==> src/rtl/ex_div_pkg.sv <==
`default_nettype none
// +------------------------------------------------------------------------+
// | Module : ex_div_pkg                                                    |
// | Purpose: Shared constants for the EX-stage divider: state codes,       |
// |          ready/start levels, datapath widths and the state type.       |
// | Ports  : none (package)                                                |
// | Rev    : 1.0  initial release                                          |
// +------------------------------------------------------------------------+
package ex_div_pkg;

   localparam int DIV_DATA_W     = 32;
   localparam int DOUBLE_REG_BUS = 2 * DIV_DATA_W;

   // State codes
   localparam logic [1:0] DIV_FREE_C   = 2'b00;
   localparam logic [1:0] DIV_BYZERO_C = 2'b01;
   localparam logic [1:0] DIV_ON_C     = 2'b10;
   localparam logic [1:0] DIV_END_C    = 2'b11;

   // Handshake levels
   localparam logic DIV_RESULT_READY     = 1'b1;
   localparam logic DIV_RESULT_NOT_READY = 1'b0;
   localparam logic DIV_START            = 1'b1;
   localparam logic DIV_STOP             = 1'b0;

   typedef enum logic [1:0] {
      ST_FREE   = DIV_FREE_C,
      ST_BYZERO = DIV_BYZERO_C,
      ST_ON     = DIV_ON_C,
      ST_END    = DIV_END_C
   } div_state_e;

endpackage : ex_div_pkg
`default_nettype wire

==> src/rtl/ex_div.sv <==
`default_nettype none
// +------------------------------------------------------------------------+
// | Module : ex_div                                                        |
// | Purpose: Iterative radix-2 restoring divider (DIV / DIVU) beside EX.   |
// |          One quotient bit per clock; result = {remainder, quotient}.   |
// | Ports  : clk, rst         clock, synchronous active-high reset         |
// |          signed_div_i     1 = DIV, 0 = DIVU (sampled with start)       |
// |          opdata1_i/2_i    dividend / divisor (sampled on start edge)   |
// |          start_i          held high by EX until ready_o is seen        |
// |          annul_i          abort (flush / cancel)                       |
// |          result_o         {rem, quot}, valid while ready_o = 1         |
// |          ready_o          registered result-valid flag                 |
// | Rev    : 1.0  initial release                                          |
// +------------------------------------------------------------------------+
module ex_div
   import ex_div_pkg::*;
#(
   parameter int DATA_W = DIV_DATA_W
) (
   input  logic                clk,
   input  logic                rst,
   input  logic                signed_div_i,
   input  logic [DATA_W-1:0]   opdata1_i,
   input  logic [DATA_W-1:0]   opdata2_i,
   input  logic                start_i,
   input  logic                annul_i,
   output logic [2*DATA_W-1:0] result_o,
   output logic                ready_o
);

   localparam int                CNT_W    = $clog2(DATA_W + 1);
   localparam logic [CNT_W-1:0]  CNT_LAST = CNT_W'(DATA_W);
   localparam logic [CNT_W-1:0]  CNT_ONE  = CNT_W'(1);

   div_state_e                state_q,  state_d;
   logic [CNT_W-1:0]          cnt_q,    cnt_d;
   // Partial remainder is always below the divisor, so its extra top bit
   // is constant zero between steps and is not stored.
   logic [DATA_W-1:0]         rem_q,    rem_d;
   logic [DATA_W-1:0]         quo_q,    quo_d;    // dividend shifting out, quotient shifting in
   logic [DATA_W-1:0]         dvsr_q,   dvsr_d;
   logic                      neg1_q,   neg1_d;
   logic                      neg2_q,   neg2_d;
   logic                      sgn_q,    sgn_d;
   logic                      ready_q,  ready_d;
   logic [2*DATA_W-1:0]       result_q, result_d;

   // One restoring step: returns {next remainder, next quotient/dividend}.
   function automatic logic [2*DATA_W-1:0] div_step(
      input logic [DATA_W-1:0] r,
      input logic [DATA_W-1:0] q,
      input logic [DATA_W-1:0] d
   );
      logic [DATA_W:0]   diff;
      logic [DATA_W-1:0] r_n;
      logic [DATA_W-1:0] q_n;
      diff = {r, q[DATA_W-1]} - {1'b0, d};
      // A borrow leaves the top bit set: trial subtraction failed, restore.
      if (diff[DATA_W]) begin
         r_n = {r[DATA_W-2:0], q[DATA_W-1]};
         q_n = {q[DATA_W-2:0], 1'b0};
      end else begin
         r_n = diff[DATA_W-1:0];
         q_n = {q[DATA_W-2:0], 1'b1};
      end
      return {r_n, q_n};
   endfunction

   always_ff @(posedge clk) begin
      if (rst) begin
         state_q  <= ST_FREE;
         cnt_q    <= '0;
         rem_q    <= '0;
         quo_q    <= '0;
         dvsr_q   <= '0;
         neg1_q   <= 1'b0;
         neg2_q   <= 1'b0;
         sgn_q    <= 1'b0;
         ready_q  <= DIV_RESULT_NOT_READY;
         result_q <= '0;
      end else begin
         state_q  <= state_d;
         cnt_q    <= cnt_d;
         rem_q    <= rem_d;
         quo_q    <= quo_d;
         dvsr_q   <= dvsr_d;
         neg1_q   <= neg1_d;
         neg2_q   <= neg2_d;
         sgn_q    <= sgn_d;
         ready_q  <= ready_d;
         result_q <= result_d;
      end
   end

   always_comb begin
      logic [2*DATA_W-1:0] step;
      logic [DATA_W-1:0]   quot_fix;
      logic [DATA_W-1:0]   rem_fix;

      state_d  = state_q;
      cnt_d    = cnt_q;
      rem_d    = rem_q;
      quo_d    = quo_q;
      dvsr_d   = dvsr_q;
      neg1_d   = neg1_q;
      neg2_d   = neg2_q;
      sgn_d    = sgn_q;
      ready_d  = ready_q;
      result_d = result_q;
      step     = div_step(rem_q, quo_q, dvsr_q);
      quot_fix = (sgn_q && (neg1_q ^ neg2_q)) ? -quo_q : quo_q;
      rem_fix  = (sgn_q && neg1_q) ? -rem_q : rem_q;

      unique case (state_q)
         ST_FREE: begin
            ready_d  = DIV_RESULT_NOT_READY;
            result_d = '0;
            // annul wins over a simultaneous start
            if (start_i == DIV_START && !annul_i) begin
               cnt_d = '0;
               if (opdata2_i == '0) begin
                  state_d = ST_BYZERO;
               end else begin
                  state_d = ST_ON;
                  sgn_d   = signed_div_i;
                  neg1_d  = signed_div_i & opdata1_i[DATA_W-1];
                  neg2_d  = signed_div_i & opdata2_i[DATA_W-1];
                  // |0x8000_0000| stays 0x8000_0000 as an unsigned magnitude
                  quo_d   = (signed_div_i && opdata1_i[DATA_W-1]) ? -opdata1_i : opdata1_i;
                  dvsr_d  = (signed_div_i && opdata2_i[DATA_W-1]) ? -opdata2_i : opdata2_i;
                  rem_d   = '0;
               end
            end
         end

         ST_BYZERO: begin
            // Two-edge divide-by-zero latency: cnt marks the spare cycle.
            if (cnt_q == '0) begin
               cnt_d = CNT_ONE;
            end else begin
               cnt_d    = '0;
               state_d  = ST_END;
               result_d = '0;
               ready_d  = DIV_RESULT_READY;
            end
         end

         ST_ON: begin
            if (annul_i || start_i == DIV_STOP) begin
               state_d  = ST_FREE;
               ready_d  = DIV_RESULT_NOT_READY;
               result_d = '0;
               cnt_d    = '0;
            end else if (cnt_q != CNT_LAST) begin
               rem_d = step[2*DATA_W-1:DATA_W];
               quo_d = step[DATA_W-1:0];
               cnt_d = cnt_q + CNT_ONE;
            end else begin
               result_d = {rem_fix, quot_fix};
               ready_d  = DIV_RESULT_READY;
               state_d  = ST_END;
               cnt_d    = '0;
            end
         end

         ST_END: begin
            // annul_i is deliberately ignored: the result is already final.
            if (start_i == DIV_STOP) begin
               state_d  = ST_FREE;
               ready_d  = DIV_RESULT_NOT_READY;
               result_d = '0;
            end
         end

         default: state_d = ST_FREE;
      endcase
   end

   assign result_o = result_q;
   assign ready_o  = ready_q;

endmodule : ex_div
`default_nettype wire

==> config.mk <==
export PLATFORM = sky130hd
export DESIGN_NAME = ex_div
export DESIGN_NICKNAME = d
export VERILOG_FILES = /design/src/rtl/ex_div_pkg.sv /design/src/rtl/ex_div.sv
export SDC_FILE = /design/constraint.sdc
export NUM_CORES = 1
export LEC_CHECK = 0
export BUFFER_PORTS_ARGS = -buffer_cell sky130_fd_sc_hd__buf_2
export CORE_MARGIN = 2
export CORE_UTILIZATION = 42
export CTS_CLUSTER_SIZE = 12
export DETAILED_ROUTE_END_ITERATION = 6
export REMOVE_ABC_BUFFERS = 1
export SYNTH_ARGS = -nofsm -noshare
export SYNTH_HDL_FRONTEND = slang
export SYNTH_SLANG_ARGS = --single-unit
==> constraint.sdc <==
create_clock -name clk -period 2.9 [get_ports clk]
set_input_delay 0.435 -clock clk [delete_from_list [all_inputs] [get_ports clk]]
set_output_delay 0.435 -clock clk [all_outputs]
set_load 0.01 [all_outputs]
==> results_dict.tcl <==
set metrics [dict create \
    run_status "finished, final reports clean" \
    cts_max_level 4 \
    io_pins 134 \
    hold_class "in -> reg" \
    syn_inst 1431 \
    hold_viol 0 \
    synth_top_family_by_area "compound AO/OA/AOI/OAI gates" \
    yosys.area_share.adder_pct 5.10 \
    num_rows 59 \
    yosysTopAreaCellShare_pct 31.5 \
    cp.arrival_ps 3130 \
    power_mw 7.92 \
    p_int_mw 4.89 \
    max_stage_delay_ps 340 \
    drt-initial-drc-count 784 \
    vdd_drop_max_v 0.000429 \
    path_cells "inv_2 -> ha_4 -> a21o_1 -> or3_4 -> o211ai_1 -> nand3_2 -> buf_4 -> buf_4 -> a2111oi_2 -> nor2_1 -> xor2_1 -> a221o_1" \
    yosys.area_share.simple_pct 21.3 \
    routedWlPerCell_um 16.0 \
    grt_pass1_vias 10032 \
    gr-total-overflow 0 \
    dp_hpwl_mm 24.5 \
    ys_types 72 \
    switching_share_pct 38.2 \
    place_congestion 0.904 \
    clockPowerShare_pct 28.3 \
    pwr-share-comb_pct 38.1 \
    ys_seq_area_share_pct 31.5 \
    cp_common_cell "buf_4" \
    cts_sinks 172 \
    slew_violations 0 \
    instances_no_fill 2013 \
    yosysWarnings 0 \
    clock_skew_ps 14.9 \
    seqPwrFrac_pct 33.6 \
    synthesis.area_sq_um 10900 \
    finalNetCount 1777 \
    cts_buffers 17 \
    max-cap-violations 0 \
    clockBufferDepth 2 \
    insertion_delay_ps 440 \
    async_flop_share_pct 0 \
    period_needed_ps 2820 \
    design.core.area_sq_um 25800 \
    finalCritPeriodShare_pct 97.1 \
    netlist_top_cells_area "dfxtp_1 31%, nand2_1 6.8%, xnor2_1 6.2%" \
    utilization_pct 53.1 \
    synth_top_area_cell "dfxtp_1" \
    p_switching_mw 3.02 \
    start_util_pct 42.4 \
    synth_flop_cell "dfxtp_1" \
    setup_violations 0 \
    grt_max_degree 64 \
    path_class "reg -> reg" \
    drive_gt1_share_pct 22.2 \
    yosysMostFrequentCell "nand2_1" \
    grt_use_total_pct 23.2 \
    wirelength_mm 32.3 \
    synth_common_cells "197 x nand2_1, 172 x dfxtp_1, 147 x nor2_1" \
    muxShareOfSynthArea_pct 0.457 \
    antenna_found_initial 1 \
    synth_xor_area_share_pct 12.0 \
    p_per_area_nw_per_um2 577 \
    cp_max_fo 3 \
    slew_headroom_pct 40.3 \
    setup_ws_ps 83.1 \
    synth.avg_cell_area_sq_um 7.65 \
    synth-edff-count 0 \
    cts_tree "yes" \
    port_buffers 133 \
    crit_required_ps 3220 \
    place_inst 1968 \
    drtAntennaViolNets 0 \
    worst_pin_slew_ps 892 \
    critPathLaunchType "flop" \
    cp-end-kind "flop" \
    synth_seq_cells 172 \
    num_vias 10810 \
    fp.dieH_um 165 \
    dp_slack_ps -510 \
    syn_to_final_growth_pct 25.3 \
    routed_via_density 5.37 \
    power.leakage_nw 5.78 \
    cts-root-buf "clkbuf_16" \
    drtPass1Iterations 7 \
    die_area_sq_um 27400 \
    fmax_mhz 355 \
    clk_pin_slew_ps 70 \
    grt_pass1_wl_mm 50.5 \
    synth_compound_area_share_pct 24.2 \
    drcViolationCount 0 \
    die_x_um 165 \
    crit_path_top_delay_cell "a2111oi_2" \
]
==> cell type report <==
type,count,area [sq um]
clock buffer,18,429
antenna,1,2.50
multi-input combinational,1110,7050
inverter,76,285
tap,335,419
fill,2530,12100
timing repair buffer,287,1950
sequential,172,3450
clock inverter,14,126
==> critical path, delay by kind of cell (launching register included) <==
| kind | cells | cell delay [ps] |
|---|---|---|
| AOI/OAI and AO/OA | 4 | 1120 |
| and+or+nand+nor | 3 | 570 |
| buffers and inverters | 3 | 350 |
| DFF | 1 | 320 |
| adders and majority gates | 1 | 190 |
| xor gates and xnor gates | 1 | 150 |
==> metal layers <==
layer  vias to the layer above  GRT usage [%]  part of all wire (%)
li1                       5542              -                     -
met1                      4967           31.2                    46
met2                       266           39.6                    48
met3                        35           3.10                   4.8
met4                         0           5.49                   1.5
met5                         -              0                     0
==> logic make-up after synthesis <==
kind of cell | Yosys count
adders and majority gates | 44
DFF | 172
and+or+nand+nor | 498
AOI/OAI and AO/OA | 413
muxes | 5
buffers and inverters | 149
xor gates and xnor gates | 150
==> path summary, 6_finish.rpt <==
path | startpoint | endpoint | slack, ps | cells after the start
hold / removal | opdata2_i[31] | dvsr_q[31] | 320 | 3
setup / recovery | dvsr_q[5] | rem_q[30] | 80 | 12
setup reg to reg | dvsr_q[5] | rem_q[30] | 80 | 12
hold reg to reg | result_o[25] | result_o[25] | 450 | 2
==> layout by cell type, fill, tap and decap left out, types with 14 or more instances in the layout <==
cell and n:
buf_4 144, nand2_1 196, o221ai_1 20, clkbuf_16 19
ha_1 37, a211oi_1 31, dfxtp_1 169, o31ai_1 14
o21ai_1 15, a21o_1 15, or4_1 14, nor2_1 146
nor3_1 36, xnor2_1 78, inv_1 74, o21ai_0 84
a21oi_1 128, a22oi_1 35, buf_2 132, xor2_1 72
==> flip-flops by register name, summed over array words and instances, names as in the netlist <==
register,flops
cnt_q,6
dvsr_q,32
neg1_q,1
neg2_q,1
quo_q,32
ready_o,1
rem_q,32
result_o,64
sgn_q,1
state_q,2
==> power by group through the flow <==
| stage | clock network, mW | logic [mW] | registers (mW) |
|---|---|---|---|
| finish | 2.24 | 3.02 | 2.66 |
| global route | 2.37 | 3.35 | 2.68 |
| floorplan | 0 | 1.81 | 2.69 |
| detailed placement | 0 | 2.87 | 2.71 |
| global placement | 0 | 2.85 | 2.71 |
| CTS | 2.27 | 2.91 | 2.66 |
==> metrics by stage <==
stage                     hold slack, ps  TNS (ps)  instance area (sq um)
after floorplan                      426   -130590                  10600
after global placement               437     -6500                  12900
after detailed placement             441     -7940                  12900
after CTS                            305     -11.6                  13500
after global routing                 330      -140                  13700
final                                316         0                  13700
==> what timing repair did <==
item | in CTS | in global routing
hold buffers | 0 | 0
gates resized for setup | 6 | 28
setup endpoints to repair | 25 | 88
buffers inserted | 4 | 6
cloned | 0 | 3
pin swaps | 4 | 10
(Power assumes the default switching activity.)
